### src/rtl/carry_normalizer.sv
// Carry normalizer: folds redundant 48-bit column sums into canonical LIMB_W-bit
// limbs, least significant first, then emits a fixed number of carry-flush limbs.
module carry_normalizer #(
  parameter int LIMB_W = 17,
  parameter int FLUSH  = (49 - LIMB_W + LIMB_W - 1) / LIMB_W
) (
  input  logic              clk,
  input  logic              rst,
  input  logic              in_valid,
  output logic              in_ready,
  input  logic [47:0]       in_col,
  input  logic              in_last,
  output logic              out_valid,
  input  logic              out_ready,
  output logic [LIMB_W-1:0] out_limb,
  output logic              out_last
);

  localparam int CW = 49 - LIMB_W;
  localparam int FW = (FLUSH > 1) ? $clog2(FLUSH) : 1;

  localparam logic [0:0] S_ACC   = 1'b0;
  localparam logic [0:0] S_FLUSH = 1'b1;

  logic [0:0]        state_q, state_d;
  logic [FW-1:0]     fcnt_q, fcnt_d;
  logic [CW-1:0]     carry_q, carry_d;
  logic [LIMB_W-1:0] limb_q, limb_d;
  logic              ov_q, ov_d;
  logic              ol_q, ol_d;

  logic        slot, in_fire, flush_end;
  logic [48:0] sum, cext;

  always_comb begin
    slot      = !ov_q || out_ready;
    in_ready  = (state_q == S_ACC) && slot;
    in_fire   = in_valid && in_ready;
    flush_end = (fcnt_q == FW'(FLUSH - 1));
    // Carry is zero-extended to 49 bits so wide limbs (LIMB_W > CW) slice cleanly.
    cext      = {{LIMB_W{1'b0}}, carry_q};
    sum       = {1'b0, in_col} + cext;

    state_d = state_q;
    fcnt_d  = fcnt_q;
    carry_d = carry_q;
    limb_d  = limb_q;
    ov_d    = ov_q;
    ol_d    = ol_q;

    if (ov_q && out_ready) begin
      ov_d = 1'b0;
      ol_d = 1'b0;
    end

    if (in_fire) begin
      limb_d  = sum[LIMB_W-1:0];
      carry_d = CW'(sum >> LIMB_W);
      ov_d    = 1'b1;
      ol_d    = 1'b0;
      if (in_last) begin
        state_d = S_FLUSH;
        fcnt_d  = '0;
      end
    end else if (state_q == S_FLUSH && slot) begin
      limb_d  = cext[LIMB_W-1:0];
      carry_d = CW'(cext >> LIMB_W);
      ov_d    = 1'b1;
      ol_d    = flush_end;
      fcnt_d  = FW'(fcnt_q + 1'b1);
      if (flush_end) begin
        carry_d = '0;
        state_d = S_ACC;
      end
    end
  end

  always_ff @(posedge clk or posedge rst) begin
    if (rst) begin
      state_q <= S_ACC;
      fcnt_q  <= '0;
      carry_q <= '0;
      limb_q  <= '0;
      ov_q    <= 1'b0;
      ol_q    <= 1'b0;
    end else begin
      state_q <= state_d;
      fcnt_q  <= fcnt_d;
      carry_q <= carry_d;
      limb_q  <= limb_d;
      ov_q    <= ov_d;
      ol_q    <= ol_d;
    end
  end

  assign out_valid = ov_q;
  assign out_limb  = limb_q;
  assign out_last  = ol_q;

endmodule

### config.mk
export PLATFORM = sky130hd
export DESIGN_NAME = carry_normalizer
export DESIGN_NICKNAME = d
export VERILOG_FILES = /design/src/rtl/carry_normalizer.sv
export SDC_FILE = /design/constraint.sdc
export NUM_CORES = 1
export LEC_CHECK = 0
export CELL_PAD_IN_SITES_DETAIL_PLACEMENT = 1
export CELL_PAD_IN_SITES_GLOBAL_PLACEMENT = 1
export CORE_UTILIZATION = 36
export CTS_BUF_LIST = sky130_fd_sc_hd__clkbuf_16
export DETAILED_ROUTE_END_ITERATION = 10
export PLACE_DENSITY_LB_ADDON = 0.25
export SLEW_MARGIN = 20
export SYNTH_ARGS = -nofsm -noshare
export SYNTH_HDL_FRONTEND = slang
export SYNTH_SLANG_ARGS = --single-unit
### constraint.sdc
create_clock -name clk -period 3.15 [get_ports clk]
set_clock_uncertainty 0.2 [all_clocks]
set_input_delay 0.63 -clock clk [delete_from_list [all_inputs] [get_ports clk]]
set_output_delay 0.63 -clock clk [all_outputs]
set_load 0.01 [all_outputs]
==> results.ini, run 1 <==
[floorplan]
io_pins=73
die_h_um=110
rows=38
dieWidth_um=110
start_util_pct=37.6
dieArea_mm2=0.0120
core_area_mm2=0.0111

[yosys]
yosys_register_bits=53
ys_warn_count=0
synth_async_sr_flop_share_pct=100
syn_inst=481
ys.flop_type=dfrtp_1
synth.avg_cell_area_um2=8.66
ys_types=50
syn_nets=567
netlist_area_mm2=0.00417
synth-edff-count=0
seq_area_frac_synth_pct=31.8

[worst_setup_path]
worst-path-buf-inv=2
worstPathArrival_ps=3470
regToRegEndpoint=carry_q[27]
crit_fanout=6
start_kind=primary input
cp_cell_sequence=clkdlybuf4s50_1 > ha_4 > a21o_1 > o21bai_1 > a31oi_1 > o21a_1 > o41a_1 > a31oi_4 > o22ai_4 > buf_12 > nor3b_4 > xnor2_1 > o21ai_1
r2r_cells=13
crit-reg2reg-launch=carry_q[0]
r2r_slack_ps=-250
end_kind=flip-flop
slowest_stage=clkdlybuf4s50_1
required_ps=3130
slowest_delay_ps=550
critical_path_class=primary input to flip-flop
crit_family=compound AO/OA/AOI/OAI gates

[grt]
grt_pass1_vias=5126
grtUsageMet2_pct=56.1
met1_usage_pct=36.4
grt_max_degree=54
gr-usage-met3_pct=4.39
grt_overflow_total=0
antenna_found_initial=0
grt_usage_pct=31.1
grt_most_used_layer=met2
grt_first_pass_wirelength_um=28000

[timing]
finalHoldViolCount=0
tightest_slew_ps=856
fin_crit_ps=3480
max-slew-margin-rel_pct=42.9
finalCritPeriodShare_pct=111
rsz0062_at_grt=true
fin_setup_tns_ps=-2210
layout_setup_ws_ps=-331
timing.hold.ws_ps=293
fmax_mhz=287
drv_slew=0
final-setup-viol-count=14

[cells_and_area]
syn_to_final_growth_pct=57.5
num-nets-final=742
final_cells=797
antennaDiodeCount=0
drive_gt1_share_pct=30.0
final_area_mm2=0.00656
final_util_pct=59.2

[route]
drt-initial-drc-count=424
routed_wl_um=19500
drtPass1Iterations=5
drc_errors=0
wl_per_cell_um=24.5
vias_per_cell=6.18
ant_nets=0
vias=4924

[placement]
dpl.cell_count=772
place_area_mm2=0.00584
dp_hpwl_um=11700
port_buffers=72
dpl_worst_slack_ps=-757
gp_congestion=0.940

[worst_hold_path]
holdPathEnd=out_limb[1]
worstHoldPathType=flip-flop to flip-flop
hp-start=out_limb[1]
holdPathStages=2

[clock_network]
cts_inserted_buffers=5
clk_pin_slew_ps=80
postCtsHoldBufs=0
cts_root_buffer=clkbuf_16
cts.path.max_buffers=2
cts_tree=yes
htree_levels=2
numClockSinks=53
insertion_delay_ps=310

[outcome]
failed_checks=setup timing
status=finished with violations

[pwr]
p_per_area_mw_per_mm2=1030
p_int_mw=3.72
swShare_pct=45.1
vdd_drop_max_mv=0.625
switchingPower_mw=3.05
p_leak_nw=2.84
pwr-share-seq_pct=20.2
total_power_mw=6.78
pwr-share-clk_pct=11.2
combPwrFrac_pct=68.6

[flow_run]
maxCapViolations=0

## cell usage after synthesis, types with 2 or more instances
cell / instances / area share, %
xnor2_1: 26 / 5.5
o211ai_1: 3 / 0.54
xor2_1: 18 / 3.8
a21o_1: 15 / 2.7
o21ai_1: 4 / 0.48
inv_1: 9 / 0.81
and2_1: 2 / 0.30
a311oi_1: 2 / 0.42
nand4_1: 7 / 1.1
o31ai_1: 2 / 0.36
nand3_1: 23 / 2.8
a22oi_1: 16 / 2.9
dfrtp_1: 53 / 32
a211oi_1: 15 / 2.7
a21boi_0: 3 / 0.54
nor4_1: 3 / 0.45
o21ai_0: 39 / 4.7
nor3b_1: 18 / 3.2
and3_1: 11 / 1.7
o21bai_1: 4 / 0.72
a31oi_1: 4 / 0.60
nor2b_1: 10 / 1.5
clkbuf_1: 26 / 2.3
nor3_1: 2 / 0.24
nand2b_1: 4 / 0.60
ha_1: 32 / 9.6
nand2_1: 32 / 2.9
nor2_1: 19 / 1.7
o21a_1: 6 / 1.1
a21oi_1: 53 / 6.4
## layout make-up
class	instances	area (um2)
fill	1259	4520
multi-input combinational	393	3150
timing repair buffer	194	1680
sequential	53	1330
tap	140	175
clock buffer	5	125
clock inverter	3	68.8
inverter	9	33.8
## cells by family after synthesis
kind of cell	share of synthesized area, %
flip-flops	31.8
adder cells (fa/ha/maj)	10.1
AND/OR/NAND/NOR	17.8
buffers and inverters	3.15
XOR/XNOR	9.25
AO/OA/AOI/OAI	27.9
## power by group through the flow
stage	Combinational, mW	Sequential [mW]	Clock [mW]
floorplan	1.99	1.23	0
global placement	3.63	1.28	0
detailed placement	3.78	1.30	0
CTS	4.23	1.34	0.751
global route	4.92	1.39	0.778
finish	4.65	1.37	0.756
## per-layer routing
| layer | wire [um] | part of all wire [%] |
|---|---|---|
| met3 | 1030 | 5.3 |
| met5 | 0 | 0 |
| met1 | 7690 | 39 |
| met2 | 9850 | 51 |
| met4 | 928 | 4.8 |
## registers in the layout, indices dropped and copies added (netlist names)
name       cells
fcnt_q         1
state_q        1
out_limb      17
out_last       1
out_valid      1
carry_q       32
## worst register-to-register path, delay by kind of cell (launching register included)
kind            cells  cell delay (ps)
compound gates      8             1680
fa+ha+maj           2              530
flops               1              420
xor+xnor            1              230
buf+inv             1              170
simple gates        1               50
## timing repair
action                     CTS  global route
pin swaps                   48            31
gates cloned                 1             0
setup endpoints to repair   32            30
setup buffers               12             8
hold endpoints to repair     0             0
gates resized for setup     72            29
## placed cells by master (no fill, tap or decap), types with 15 or more instances in the layout
cell type	count
buf_4	113
clkdlybuf4s50_1	57
dfrtp_1	53
a21oi_1	48
nand2_1	31
o21ai_0	28
xnor2_1	24
nand3_1	22
nor2_1	17
nor3b_1	17
ha_1	17
a22oi_1	16
xor2_1	16
a21o_1	15
ha_4	15
## worst max path at each step
stage / start / endpoint / depth (start not counted)
after floorplan: in_col[0] / carry_q[19] / 12
final: in_col[15] / carry_q[27] / 13
after global placement: in_col[4] / carry_q[8] / 13
after CTS: carry_q[0] / carry_q[29] / 14
after global routing: in_col[15] / carry_q[27] / 13
after detailed placement: in_col[4] / carry_q[8] / 13
No activity file was read; power rests on OpenSTA's default activity.
==> run 2, diff against run 1 <==
- TNS_END_PERCENT: not set -> 5
==> run 2 against run 1 <==
Against the previous run:
- clock power shrank 25%
- count of clock-buffer cells in the layout did not move
- flip-flop and latch count unchanged
- critical path type unchanged
- the run still ends with setup timing left
- global-route usage decreased by 2.5 points
- utilization is 1.0 points lower
- non-clock buffer count decreased by 3
- cell count fell by 0.38%
- setup slack improved by 180 ps
- largest cell class unchanged
==> results.ini, run 2 (same netlist as run 1, synthesis figures left out) <==
[outcome]
status=finished with violations  ; unchanged
failed_checks=setup timing  ; unchanged

[pwr]
total_power_mw=6.30  ; was 6.78 mW
p_int_mw=3.50  ; was 3.72 mW
p_per_area_mw_per_mm2=977  ; was 1030 mW/mm2
swShare_pct=44.5  ; was 45.1%
combPwrFrac_pct=69.7  ; was 68.6%
pwr-share-clk_pct=9.0  ; was 11.2%
switchingPower_mw=2.80  ; was 3.05 mW
p_leak_nw=2.79  ; was 2.84 nW
vdd_drop_max_mv=0.446  ; was 0.625 mV
pwr-share-seq_pct=21.3  ; was 20.2%

[clock_network]
clk_pin_slew_ps=70  ; was 80 ps
htree_levels=2  ; unchanged
cts_root_buffer=clkbuf_16  ; unchanged
cts_inserted_buffers=5  ; unchanged
cts_tree=yes  ; unchanged
numClockSinks=53  ; unchanged
cts.path.max_buffers=2  ; unchanged
postCtsHoldBufs=0  ; unchanged
insertion_delay_ps=310  ; about the same

[cells_and_area]
syn_to_final_growth_pct=54.7  ; was 57.5%
largest_register_ff_count=32  ; unchanged
antennaDiodeCount=0  ; unchanged
nFillCells=1262  ; was 1259
top_register=carry_q  ; unchanged
drive_gt1_share_pct=28.4  ; was 30.0%
final_cells=794  ; was 797
final_cell_mix=110 x buf_4, 56 x clkdlybuf4s50_1, 53 x dfrtp_1, 46 x a21oi_1  ; was 113 x buf_4, 57 x clkdlybuf4s50_1, 53 x dfrtp_1, 48 x a21oi_1, 31 x nand2_1
final_util_pct=58.2  ; was 59.2%
final_area_mm2=0.00645  ; was 0.00656 mm2
num-nets-final=739  ; was 742
mostFrequentLayoutCell=buf_4  ; unchanged

[timing]
finalCritPeriodShare_pct=105  ; was 111%
finalHoldViolCount=0  ; unchanged
fin_setup_tns_ps=-937  ; was -2210 ps
drv_slew=0  ; unchanged
layout_setup_ws_ps=-147  ; was -331 ps
fmax_mhz=303  ; was 287 MHz
tightest_slew_ps=829  ; was 856 ps
rsz0062_at_grt=true  ; unchanged
timing.hold.ws_ps=286  ; was 293 ps
fin_crit_ps=3300  ; was 3480 ps
final-setup-viol-count=13  ; was 14
max-slew-margin-rel_pct=44.7  ; was 42.9%

[grt]
grt_pass1_vias=4876  ; was 5126
grt_max_degree=52  ; was 54
antenna_found_initial=0  ; unchanged
grt_overflow_total=0  ; unchanged
grt_usage_pct=28.6  ; was 31.1%
grt_first_pass_wirelength_um=25700  ; was 28000 um

[floorplan]
start_util_pct=37.6  ; unchanged
die_h_um=110  ; unchanged
core_area_mm2=0.0111  ; unchanged
dieArea_mm2=0.0120  ; unchanged
rows=38  ; unchanged
io_pins=73  ; unchanged
dieWidth_um=110  ; unchanged

[worst_hold_path]
holdPathStages=2  ; unchanged
worstHoldPathType=flip-flop to flip-flop  ; unchanged

[worst_setup_path]
crit_fanout=8  ; was 6
end_kind=flip-flop  ; unchanged
critical_path_class=primary input to flip-flop  ; unchanged
start_kind=primary input  ; unchanged
required_ps=3140  ; was 3130 ps
worstPathArrival_ps=3290  ; was 3470 ps
r2r_cells=13  ; unchanged

[placement]
dpl.cell_count=769  ; was 772
dp_hpwl_um=11900  ; was 11700 um
dpl_worst_slack_ps=-805  ; was -757 ps
gp_congestion=0.878  ; was 0.940
port_buffers=72  ; unchanged
place_area_mm2=0.00581  ; was 0.00584 mm2

[route]
ant_nets=0  ; unchanged
route.met3.wl_um=644  ; was 1030 um
drtPass1Iterations=4  ; was 5
vias=4602  ; was 4924
wl_met1_um=7060  ; was 7690 um
met2_length_um=8640  ; was 9850 um
wl_per_cell_um=21.3  ; was 24.5 um
top_layer_used=met4  ; unchanged
drt-initial-drc-count=263  ; was 424
drc_errors=0  ; unchanged
vias_per_cell=5.80  ; was 6.18
routed_wl_um=16900  ; was 19500 um

[flow_run]
maxCapViolations=0  ; unchanged

## run 2: cell count changes in the layout (fill, tap and decap cells not counted), sizes merged
cell,delta
clkinv,+2
dlygate4sd2,+3
buf,-4
clkdlybuf4s50,-1
clkdlybuf4s15,-2
dlymetal6s2s,+1
bufinv,-2
## run 2: what timing repair did
action	4_1_cts	5_1_grt
resized for setup	68	18
buffers inserted	12	7
endpoints found under the setup margin	33	29
pin swaps	36	26
## run 2: power groups by stage
stage	sequential [mW]	combinational (mW)	clock, mW
6_report	1.34	4.39	0.565
5_1_grt	1.38	4.69	0.594
4_1_cts	1.34	4.11	0.579
3_5_place_dp	1.30	3.75	0
3_3_place_gp	1.28	3.60	0
2_1_floorplan	1.23	1.99	0
## run 2: critical path, stage by stage
cell	delay [ps]
clkdlybuf4s50_1	440
ha_1	380
buf_4	170
a21o_1	180
a31oi_2	200
o21a_1	170
o41a_1	250
a31oi_4	130
o22ai_4	220
buf_12	180
nor2b_2	60
xnor2_1	170
o21ai_1	100
## run 2: path summary, 6_finish.rpt
kind	from	end	slack [ps]
max	in_col[17]	carry_q[21]	-150
min reg2reg	out_limb[0]	out_limb[0]	290
min	out_limb[0]	out_limb[0]	290
min in group asynchronous	rst	out_limb[6]	520
max in group asynchronous	rst	carry_q[27]	1610
max reg2reg	carry_q[0]	carry_q[21]	-100
## run 2: per-layer routing
layer	vias to the layer above	GRT usage [%]
met4	0	10.7
met3	49	5.04
met2	135	51.8
met1	2297	33.5
met5	-	0
li1	2121	-
## run 2: cell type report
cell class	instances	area, um2	area share [%]
clock buffers	5	125	1.94
clock inverters	3	13.8	0.214
inverters	9	33.8	0.524
multi-input cells	393	3110	48.2
flip-flops and latches	53	1330	20.6
well taps	140	175	2.72
repair buffers	191	1670	25.8
==> run 3, diff against run 2 <==
- CTS_BUF_LIST: sky130_fd_sc_hd__clkbuf_16 -> not set
==> run 3 against run 2 <==
Against the previous run:
- the flow still finishes with violations (setup timing)
- global-route usage did not move
- via count rose by 0.13%
- hold slack barely moved
- first-iteration DRC count fell by 0.76%
- count of clock-buffer cells in the layout rose by 1
- critical path type unchanged
- largest cell class unchanged
==> results.ini, run 3 (same netlist as run 1, synthesis figures left out) <==
[pwr]
vdd_drop_max_mv=0.446  ; about the same
p_leak_nw=2.78  ; was 2.79 nW
total_power_mw=6.30  ; about the same
p_per_area_mw_per_mm2=978  ; was 977 mW/mm2

[cells_and_area]
syn_to_final_growth_pct=54.7  ; unchanged
antennaDiodeCount=0  ; unchanged
final_cell_mix=110 x buf_4, 56 x clkdlybuf4s50_1, 53 x dfrtp_1, 46 x a21oi_1  ; unchanged
num-nets-final=739  ; unchanged
final_util_pct=58.2  ; unchanged
largest_register_ff_count=32  ; unchanged
mostFrequentLayoutCell=buf_4  ; unchanged
final_area_mm2=0.00645  ; unchanged
drive_gt1_share_pct=28.4  ; unchanged
top_register=carry_q  ; unchanged
final_cells=794  ; unchanged

[flow_run]
maxCapViolations=0  ; unchanged

[worst_hold_path]
hp-start=out_limb[0]  ; unchanged
worstHoldPathType=flip-flop to flip-flop  ; unchanged

[timing]
fmax_mhz=303  ; about the same
drv_slew=0  ; unchanged
finalHoldViolCount=0  ; unchanged
rsz0062_at_grt=true  ; unchanged
final-setup-viol-count=13  ; unchanged
fin_crit_ps=3300  ; about the same
finalCritPeriodShare_pct=105  ; about the same
tightest_slew_ps=829  ; unchanged
max-slew-margin-rel_pct=44.7  ; unchanged
layout_setup_ws_ps=-147  ; about the same
timing.hold.ws_ps=286  ; about the same
fin_setup_tns_ps=-947  ; was -937 ps

[worst_setup_path]
start_kind=primary input  ; unchanged
slowest_delay_ps=440  ; about the same
crit-reg2reg-launch=carry_q[0]  ; unchanged
crit_start=in_col[17]  ; unchanged
cp_cell_sequence=clkdlybuf4s50_1 > ha_1 > buf_4 > a21o_1 > a31oi_2 > o21a_1 > o41a_1 > a31oi_4 > o22ai_4 > buf_12 > nor2b_2 > xnor2_1 > o21ai_1  ; unchanged
critical_path_class=primary input to flip-flop  ; unchanged
slowest_stage=clkdlybuf4s50_1  ; unchanged
end_kind=flip-flop  ; unchanged
required_ps=3140  ; about the same
worstPathArrival_ps=3290  ; about the same
crit_fanout=8  ; unchanged

[outcome]
status=finished with violations  ; unchanged
failed_checks=setup timing  ; unchanged

[placement]
dpl.cell_count=769  ; unchanged
port_buffers=72  ; unchanged
dpl_worst_slack_ps=-805  ; unchanged
place_area_mm2=0.00581  ; unchanged
gp_congestion=0.878  ; unchanged
dp_hpwl_um=11900  ; unchanged

[clock_network]
postCtsHoldBufs=0  ; unchanged
cts_tree=yes  ; unchanged
cts_root_buffer=clkbuf_16  ; unchanged
htree_levels=2  ; unchanged
cts.path.max_buffers=2  ; unchanged
insertion_delay_ps=310  ; about the same
numClockSinks=53  ; unchanged
clk_pin_slew_ps=70  ; about the same
cts_inserted_buffers=5  ; unchanged

[route]
drt-initial-drc-count=261  ; was 263
drc_errors=0  ; unchanged
routed_wl_um=16900  ; about the same
drtPass1Iterations=4  ; unchanged
vias=4608  ; was 4602
vias_per_cell=5.80  ; about the same
wl_per_cell_um=21.3  ; about the same
ant_nets=0  ; unchanged

[grt]
grt_pass1_vias=4876  ; unchanged
grt_usage_pct=28.6  ; unchanged
grt_first_pass_wirelength_um=25700  ; unchanged
antenna_found_initial=0  ; unchanged
grt_overflow_total=0  ; unchanged
grt_max_degree=52  ; unchanged

[floorplan]
rows=38  ; unchanged
io_pins=73  ; unchanged
die_h_um=110  ; unchanged
dieArea_mm2=0.0120  ; unchanged
dieWidth_um=110  ; unchanged
core_area_mm2=0.0111  ; unchanged
start_util_pct=37.6  ; unchanged

## run 3: layer usage
| layer | part of all wire [%] | vias to the layer above | track usage, % |
|---|---|---|---|
| li1 | - | 2121 | - |
| met1 | 42 | 2302 | 33.5 |
| met2 | 51 | 136 | 51.8 |
| met3 | 4.0 | 49 | 5.04 |
| met4 | 3.3 | 0 | 10.7 |
| met5 | 0 | - | 0 |
## run 3: worst paths after layout
kind                                to  slack [ps]  cells past startpoint
max                        carry_q[21]        -150                     13
max reg2reg                carry_q[21]        -100                     13
min                        out_limb[0]         290                      2
max in group asynchronous  carry_q[27]        1610                      3
min in group asynchronous  out_limb[6]         520                      2
min reg2reg                out_limb[0]         290                      2
## run 3: timing repair
item / CTS / global route
pin swaps: 36 / 26
setup endpoints to repair: 33 / 29
cloned: 0 / 0
gates resized for setup: 68 / 18
buffers inserted: 12 / 7
## run 3: cell type report
type | instances | area [um2]
Fill cell | 1262 | 4630
Multi-Input combinational cell | 393 | 3110
Timing Repair Buffer | 191 | 1670
Sequential cell | 53 | 1330
Tap cell | 140 | 175
Clock buffer | 6 | 129
Inverter | 9 | 33.8
Clock inverter | 2 | 10.0
## run 3: where the power goes
part	internal, mW	switching [mW]
Sequential	0.992	0.350
Clock	0.294	0.274
Combinational	2.22	2.18
## run 3: critical path, delay by kind of cell
family                   cells  cell delay (ps)
AO/OA/AOI/OAI                7             1250
XOR/XNOR                     1              170
adder cells (fa/ha/maj)      1              380
buffers and inverters        3              790
AND/OR/NAND/NOR              1               60
